===== config.mk =====
export PLATFORM = sky130hd
export DESIGN_NAME = counter_monitor
export DESIGN_NICKNAME = d
export VERILOG_FILES = /design/src/rtl/counter_monitor_pkg.sv /design/src/rtl/counter_monitor.sv
export SDC_FILE = /design/constraint.sdc
export NUM_CORES = 1
export LEC_CHECK = 0
export ABC_AREA = 1
export CAP_MARGIN = 25
export CORE_UTILIZATION = 53
export CTS_BUF_LIST = sky130_fd_sc_hd__clkbuf_4 sky130_fd_sc_hd__clkbuf_8
export DETAILED_ROUTE_END_ITERATION = 12
export PLACE_DENSITY = 0.93
export SETUP_SLACK_MARGIN = 0.05
export SLEW_MARGIN = 10
export SYNTH_ARGS = -nofsm -noshare
export SYNTH_HDL_FRONTEND = slang
export SYNTH_SLANG_ARGS = --single-unit

===== constraint.sdc =====
create_clock -name clk -period 2.09 [get_ports clk]
set_input_delay 0.209 -clock clk [delete_from_list [all_inputs] [get_ports clk]]
set_output_delay 0.209 -clock clk [all_outputs]
set_load 0.05 [all_outputs]

===== src/rtl/counter_monitor_pkg.sv =====
// Shared types and helpers for the counter output monitor.
package counter_monitor_pkg;

    // Monitor phases: waiting for a first sample, acquiring a run, locked on.
    typedef enum logic [1:0] {
        MON_IDLE,
        MON_ACQ,
        MON_LOCK
    } mon_state_t;

    // Widest count the helper below can step; callers truncate to their own width.
    localparam int unsigned MAX_W = 64;

    // Next expected count after v; wraps naturally once the caller truncates.
    function automatic logic [MAX_W-1:0] nxt_val(input logic [MAX_W-1:0] v, input bit inc);
        return inc ? v + MAX_W'(1) : v - MAX_W'(1);
    endfunction

endpackage


===== src/rtl/counter_monitor.sv =====
// Receive-side checker for a free-running up/down counter: predicts the next sample,
// declares lock after a run of matches, flags mismatches and wrap events.
module counter_monitor
    import counter_monitor_pkg::*;
#(
    parameter int unsigned WIDTH    = 8,
    parameter int unsigned INC_DEC  = 1,
    parameter int unsigned LOCK_CNT = 4,
    parameter int unsigned ERR_W    = 16
) (
    input  logic             clk,
    input  logic             rst,
    input  logic             en,
    input  logic [WIDTH-1:0] cnt_in,
    output logic             locked,
    output logic             err_pulse,
    output logic [ERR_W-1:0] err_cnt,
    output logic             wrap_pulse,
    output logic [WIDTH-1:0] exp_val
);

    localparam int unsigned      RL_W     = $clog2(LOCK_CNT + 1);
    localparam logic [RL_W-1:0]  RUN_LAST = RL_W'(LOCK_CNT - 1);
    // A matched sample equal to this value means the counter just wrapped.
    localparam logic [WIDTH-1:0] WRAP_VAL = (INC_DEC != 0) ? '0 : '1;

    mon_state_t       state_q, state_d;
    logic [RL_W-1:0]  run_q, run_d;
    logic [WIDTH-1:0] exp_q, exp_d;
    logic [ERR_W-1:0] err_q, err_d;
    logic             locked_q, locked_d;
    logic             errp_q, errp_d;
    logic             wrap_q, wrap_d;

    logic [WIDTH-1:0] nxt_in;
    logic             match;

    assign nxt_in = WIDTH'(nxt_val(MAX_W'(cnt_in), INC_DEC != 0));
    assign match  = (cnt_in == exp_q);

    // Next-state: every enabled sample becomes the reference for the next one.
    always_comb begin
        state_d  = state_q;
        run_d    = run_q;
        exp_d    = exp_q;
        err_d    = err_q;
        locked_d = locked_q;
        errp_d   = 1'b0;
        wrap_d   = 1'b0;
        if (en) begin
            exp_d = nxt_in;
            case (state_q)
                MON_IDLE: begin
                    run_d   = '0;
                    state_d = MON_ACQ;
                end
                MON_ACQ: begin
                    if (!match) begin
                        run_d = '0;
                    end else if (run_q == RUN_LAST) begin
                        state_d  = MON_LOCK;
                        locked_d = 1'b1;
                        run_d    = '0;
                    end else begin
                        run_d = run_q + 1'b1;
                    end
                end
                MON_LOCK: begin
                    if (match) begin
                        wrap_d = (cnt_in == WRAP_VAL);
                    end else begin
                        errp_d   = 1'b1;
                        locked_d = 1'b0;
                        run_d    = '0;
                        state_d  = MON_ACQ;
                        // Saturate rather than wrap so a flood of errors stays visible.
                        if (err_q != '1) begin
                            err_d = err_q + 1'b1;
                        end
                    end
                end
                default: begin
                    state_d  = MON_IDLE;
                    run_d    = '0;
                    locked_d = 1'b0;
                end
            endcase
        end
    end

    // State and registered outputs; reset overrides any same-cycle sample.
    always_ff @(posedge clk) begin
        if (rst) begin
            state_q  <= MON_IDLE;
            run_q    <= '0;
            exp_q    <= '0;
            err_q    <= '0;
            locked_q <= 1'b0;
            errp_q   <= 1'b0;
            wrap_q   <= 1'b0;
        end else begin
            state_q  <= state_d;
            run_q    <= run_d;
            exp_q    <= exp_d;
            err_q    <= err_d;
            locked_q <= locked_d;
            errp_q   <= errp_d;
            wrap_q   <= wrap_d;
        end
    end

    assign locked     = locked_q;
    assign err_pulse  = errp_q;
    assign err_cnt    = err_q;
    assign wrap_pulse = wrap_q;
    assign exp_val    = exp_q;

    // An error can only be reported by a monitor that was locked the cycle before.
    a_err_after_lock : assert property (@(posedge clk) disable iff (rst)
        err_pulse |-> $past(locked));

    // Wrap needs a match, so it can never coincide with an error.
    a_err_wrap_excl : assert property (@(posedge clk) !(err_pulse && wrap_pulse));

endmodule

* Word level (Yosys, flattened, before mapping)
Index checks and enable logic that the tools add are counted.
W data, S select, Z words.
** Operators by class
- $add $sub $neg :: 3
- Multiplexer cells :: 13
- Reductions and logical operators :: 8
- Equal/unequal tests :: 8
- Bitwise operators :: 4
** Operator list (number)
- $add A16 B1 Y16 const B :: 1
- $ne A16 B16 Y1 const B :: 1
- $mux W3 :: 3
- $add A8 B1 Y8 const B :: 1
- $eq A8 B8 Y1 :: 1
- $logic_not A8 Y1 :: 1
- $reduce_and A4 Y1 :: 2
- $mux W2 :: 3
- $ne A2 B2 Y1 const B :: 3
- $pmux W2 S3 :: 1
- $pmux W3 S2 :: 1
- $reduce_and A5 Y1 :: 1
- $mux W1 :: 4
- $not A1 Y1 :: 4
- $reduce_or A4 Y1 :: 1
- $add A3 B1 Y3 const B :: 1
- $eq A3 B2 Y1 const B :: 1
- $pmux W1 S3 :: 1
- $reduce_or A3 Y1 :: 1
- $eq A2 B1 Y1 const B :: 1
- $eq A2 B2 Y1 const B :: 1
- $logic_not A2 Y1 :: 1
- $reduce_and A2 Y1 :: 1
** Storage, ports and cells
- Output and inout port bits :: 27
- Input port bits :: 11
- Register bits after elaboration :: 32
- Word-level logic and storage cells :: 43

* Longest topological paths before layout
- Depth in word-level cells :: 4
- Mapped depth :: 11
- Mapped depth without buffers :: 11

* Worst setup path after synthesis
No wires, ideal clock.
- Kind :: register to register
- Start point :: register err_q[0] (netlist: err_cnt[0])
- End point :: register err_q[8] (netlist: err_cnt[8])
- Buffers on the path :: 1
- Cell stages (with the launch flop) :: 12
- Period minus slack after synthesis :: 1.960 ns
- Setup slack :: 0.130 ns
- Arrival :: 1.819 ns
- Setup time :: 0.140 ns
- Required time :: 1.950 ns
- Cell sequence :: dfxtp_1 ha_1 nand2_1 inv_2 nand2_1 nor2_2 nand4_2 nand3_4 inv_2 buf_6 nand2_1 a21oi_2
** On the way
- Cells in the longest elaborated chain, start to end :: 2
- Elaborated cells on any way between the ends :: 3
- Those cells by class :: add/sub: 1; eq/ne: 1; reduce/logical: 1
** RTL lines
- start, declared :: line counter_monitor.sv:30 : logic [ERR_W-1:0] err_q, err_d;
- start signal, assigned :: line counter_monitor.sv:105 : err_q <= err_d;
- parallel branches: the longest is 2 deep, another holds $add A16 B1 Y16
Parallel ways; which one is timed is not known.
A chain may end at the register's enable or synchronous reset.

* Worst setup path after layout
- Start point :: register err_q[13] (netlist: err_cnt[13])
- End point :: output err_cnt[13]
** RTL lines
- end, declared :: line counter_monitor.sv:17 : output logic [ERR_W-1:0] err_cnt,
No word-level cell between the ends.

==> impl_metrics.py <==
metrics = {
    "status": {
        "outcome": "complete, no violations",
    },
    "synth": {
        "muxShareOfSynthArea": 0,
        "synth.net_count": 276,
        "yosys_reg_bits": 32,
        "synth-warning-count": 0,
        "netlist_top_cells_area": "sky130_fd_sc_hd__dfxtp_1 (34%), sky130_fd_sc_hd__nand2_1 (11%), sky130_fd_sc_hd__inv_1 (6.2%)",
        "netlist.top_cell.by_area": "sky130_fd_sc_hd__dfxtp_1",
        "yosys.area_share.simple": 0.290,
        "synth_top_family_by_area": "simple AND/OR/NAND/NOR gates",
        "post_synth_xor_area_fraction": 0.0985,
        "top_area_cell_type_share_of_the_netlist_area": 0.343,
        "fraction_of_the_mapped_netlist_area_in_compound_gates": 0.133,
        "post_synth_num_cell_types": 26,
        "synth.cell_area_um2": 1870,
        "gate_count_post_synth": 261,
        "synth_adder_area_share": 0.0268,
        "seq_area_frac_synth": 0.343,
        "avgSynthCellArea_um2": 7.15,
    },
    "finish": {
        "n_antenna_cell": 0,
        "final_nets": 316,
        "synthToLayoutAreaGrowth_pct": 25.3,
        "final_common_cell": "sky130_fd_sc_hd__nand2_1",
        "final_cell_area_um2": 2340,
        "num-fill-cells": 291,
        "finalNonFillerCells": 348,
        "final_layout_size_suffix_gt1_frac": 0.136,
        "top_library_cells_by_usage_in_the_layout_fill_and_taps_aside": "sky130_fd_sc_hd__nand2_1 (55), sky130_fd_sc_hd__clkdlybuf4s50_1 (37), sky130_fd_sc_hd__dfxtp_1 (32)",
        "multi_input_comb_area_um2": 1020,
        "final_util": 0.695,
        "layout.area.seq_um2": 641,
    },
    "place": {
        "dp.cells": 340,
        "portBuffers": 37,
        "final_gp_congestion": 0.882,
        "placed_cell_area_um2": 2260,
        "detailedPlace.worstSlack_ns": 0.0710,
        "dp.final_hpwl_mm": 3.17,
    },
    "worst_setup_path": {
        "critical_path.top_delay_family": "buffers and inverters",
        "arrival_ns": 1.65,
        "critical_path_class": "register to output pin",
        "cpMaxStageDelayCell": "sky130_fd_sc_hd__clkdlybuf4s50_1",
        "timing.critical_path.required_ns": 1.88,
        "timing.critical_path.slowest_cell_delay_ns": 0.85,
        "timing.critical_path.from_type": "register",
        "worstPathCellList": "clkdlybuf4s50_1",
        "critical_path.n_buffers_inverters": 1,
        "cp_max_fo": 5,
        "setup.worst_path.end_class": "output pin",
        "setup.reg_to_reg.worst_slack_ns": 0.26,
    },
    "detailed_routing": {
        "drt-initial-drc-count": 118,
        "detail_routed_net_length_per_standard_cell_um": 11.8,
        "routed_wirelength_mm": 4.12,
        "post-route-drc-count": 0,
        "detail_route.first_pass.iterations": 4,
        "post_drt_via_cell_ratio": 5.17,
        "via_count": 1798,
        "drtAntennaViolNets": 0,
    },
    "sta": {
        "unrepaired_setup_endpoints_after_global_routing": "false",
        "maxSlewViolCount": 0,
        "setup_total_negative_slack_ns": 0,
        "fin_worst_skew_ns": 0.0122,
        "post-route-min-period_ns": 1.86,
        "report.final.hold_viol_count": 0,
        "fmax_mhz": 538,
        "slew_worst_pin_ns": 0.518,
        "max_slew_margin": 0.654,
        "setup-violations-final": 0,
        "timing.hold.ws_ns": 0.457,
        "postLayoutSetupSlackWorst_ns": 0.230,
        "post-route-period-util": 0.890,
    },
    "clock_tree": {
        "tritoncts_clock_tree": "done",
        "root_buffer": "sky130_fd_sc_hd__clkbuf_4",
        "clk_pin_slew_worst_paths_ns": 0.11,
        "cts.htree.levels": 2,
        "post_cts.resized_instances": 0,
        "cts.sinks": 32,
        "total_cts_buffers": 5,
        "cts_setup_buffers": 0,
        "clk-insertion-delay-late_ns": 0.35,
        "holdBufCountCts": 0,
        "cts-root-to-sink-buffers": 2,
    },
    "floorplan": {
        "die-width_um": 61.4,
        "initial_core_util": 0.555,
        "die_y_um": 61.4,
        "die-area_um2": 3760,
        "row_count": 21,
        "fp.coreArea_um2": 3360,
        "io_count": 38,
    },
    "power": {
        "fin_total_pwr_mw": 1.34,
        "leak_pwr_nw": 0.906,
        "power.ir.vdd_worst_mv": 0.351,
        "power-per-cell-area_nw_per_um2": 572,
    },
    "global_route": {
        "antenna_found_initial": 0,
        "global_route.overflow_total": 0,
        "gr-usage-all-layers": 0.243,
        "grt_start_max_net_pins": 23,
        "via_count_of_the_first_global_routing_pass": 1620,
        "grt_pass1_wl_mm": 6.64,
    },
    "flow_run": {
        "max_cap_viol_count": 0,
    },
    "worst_hold_path": {
        "timing.hold.worst.class": "register to register",
    },
}
[state kept, by name (all words and copies together), names as in the netlist]
name / flops
err_cnt: 16
exp_val: 8
run_q: 3
state_q: 2
err_pulse: 1
locked: 1
wrap_pulse: 1
[synthesized netlist by cell type]
master and count:
sky130_fd_sc_hd__clkbuf_1 4, sky130_fd_sc_hd__nor3_1 10, sky130_fd_sc_hd__nand3_1 13, sky130_fd_sc_hd__inv_2 5, sky130_fd_sc_hd__xor2_1 10, sky130_fd_sc_hd__nand4_2 1, sky130_fd_sc_hd__o21ai_0 14, sky130_fd_sc_hd__a21oi_1 8
sky130_fd_sc_hd__nor2_1 26, sky130_fd_sc_hd__buf_6 1, sky130_fd_sc_hd__ha_1 4, sky130_fd_sc_hd__nand3_4 1, sky130_fd_sc_hd__nand2_1 55, sky130_fd_sc_hd__o21ai_1 5, sky130_fd_sc_hd__a21oi_2 13, sky130_fd_sc_hd__nand2_2 4
sky130_fd_sc_hd__xnor2_1 11, sky130_fd_sc_hd__buf_12 1, sky130_fd_sc_hd__nor4_1 2, sky130_fd_sc_hd__buf_8 1, sky130_fd_sc_hd__buf_2 1, sky130_fd_sc_hd__dfxtp_1 32, sky130_fd_sc_hd__nand4_1 3, sky130_fd_sc_hd__inv_1 31
sky130_fd_sc_hd__nor2_2 4, sky130_fd_sc_hd__nand2_4 1
[layer usage]
metal | GRT usage | vias up | wire, um
met1 | 0.244 | 811 | 1640
met3 | 0.0420 | 11 | 248
met4 | 0.130 | 0 | 102
met2 | 0.474 | 67 | 2120
met5 | 0 | - | 0
li1 | - | 909 | -
[cells by family (layout without fill, tap and decap cells)]
kind of cell | count (synthesis) | count (layout)
simple gates | 120 | 120
buf+inv | 44 | 85
compound gates | 40 | 40
flops | 32 | 32
xor+xnor | 21 | 21
fa+ha+maj | 4 | 4
[power by group]
group | switching [mW] | internal (mW) | total [mW] | leakage [nW]
clock | 0.234 | 0.249 | 0.483 | 0.0412
sequential | 0.0155 | 0.628 | 0.643 | 0.261
combinational | 0.134 | 0.0784 | 0.213 | 0.604
[tightest hold or removal path: stages (launching register included)]
cell                      delay (ns)
sky130_fd_sc_hd__dfxtp_1        0.32
sky130_fd_sc_hd__nand3_1        0.07
sky130_fd_sc_hd__inv_1          0.03
[final timing paths]
| kind | from | to | cells past startpoint |
|---|---|---|---|
| min | run_q[2] | run_q[2] | 2 |
| max | err_cnt[13] | err_cnt[13] | 1 |
| min reg2reg | run_q[2] | run_q[2] | 2 |
| max reg2reg | err_cnt[0] | err_cnt[5] | 10 |
[layout make-up]
type                    instances  area share
flip-flops and latches         32       0.274
multi-input cells             185       0.438
clock inverters                 3      0.0182
well taps                      46      0.0246
repair buffers                 41       0.171
inverters                      36      0.0578
clock buffers                   5      0.0161
(Power assumes the default switching activity.)
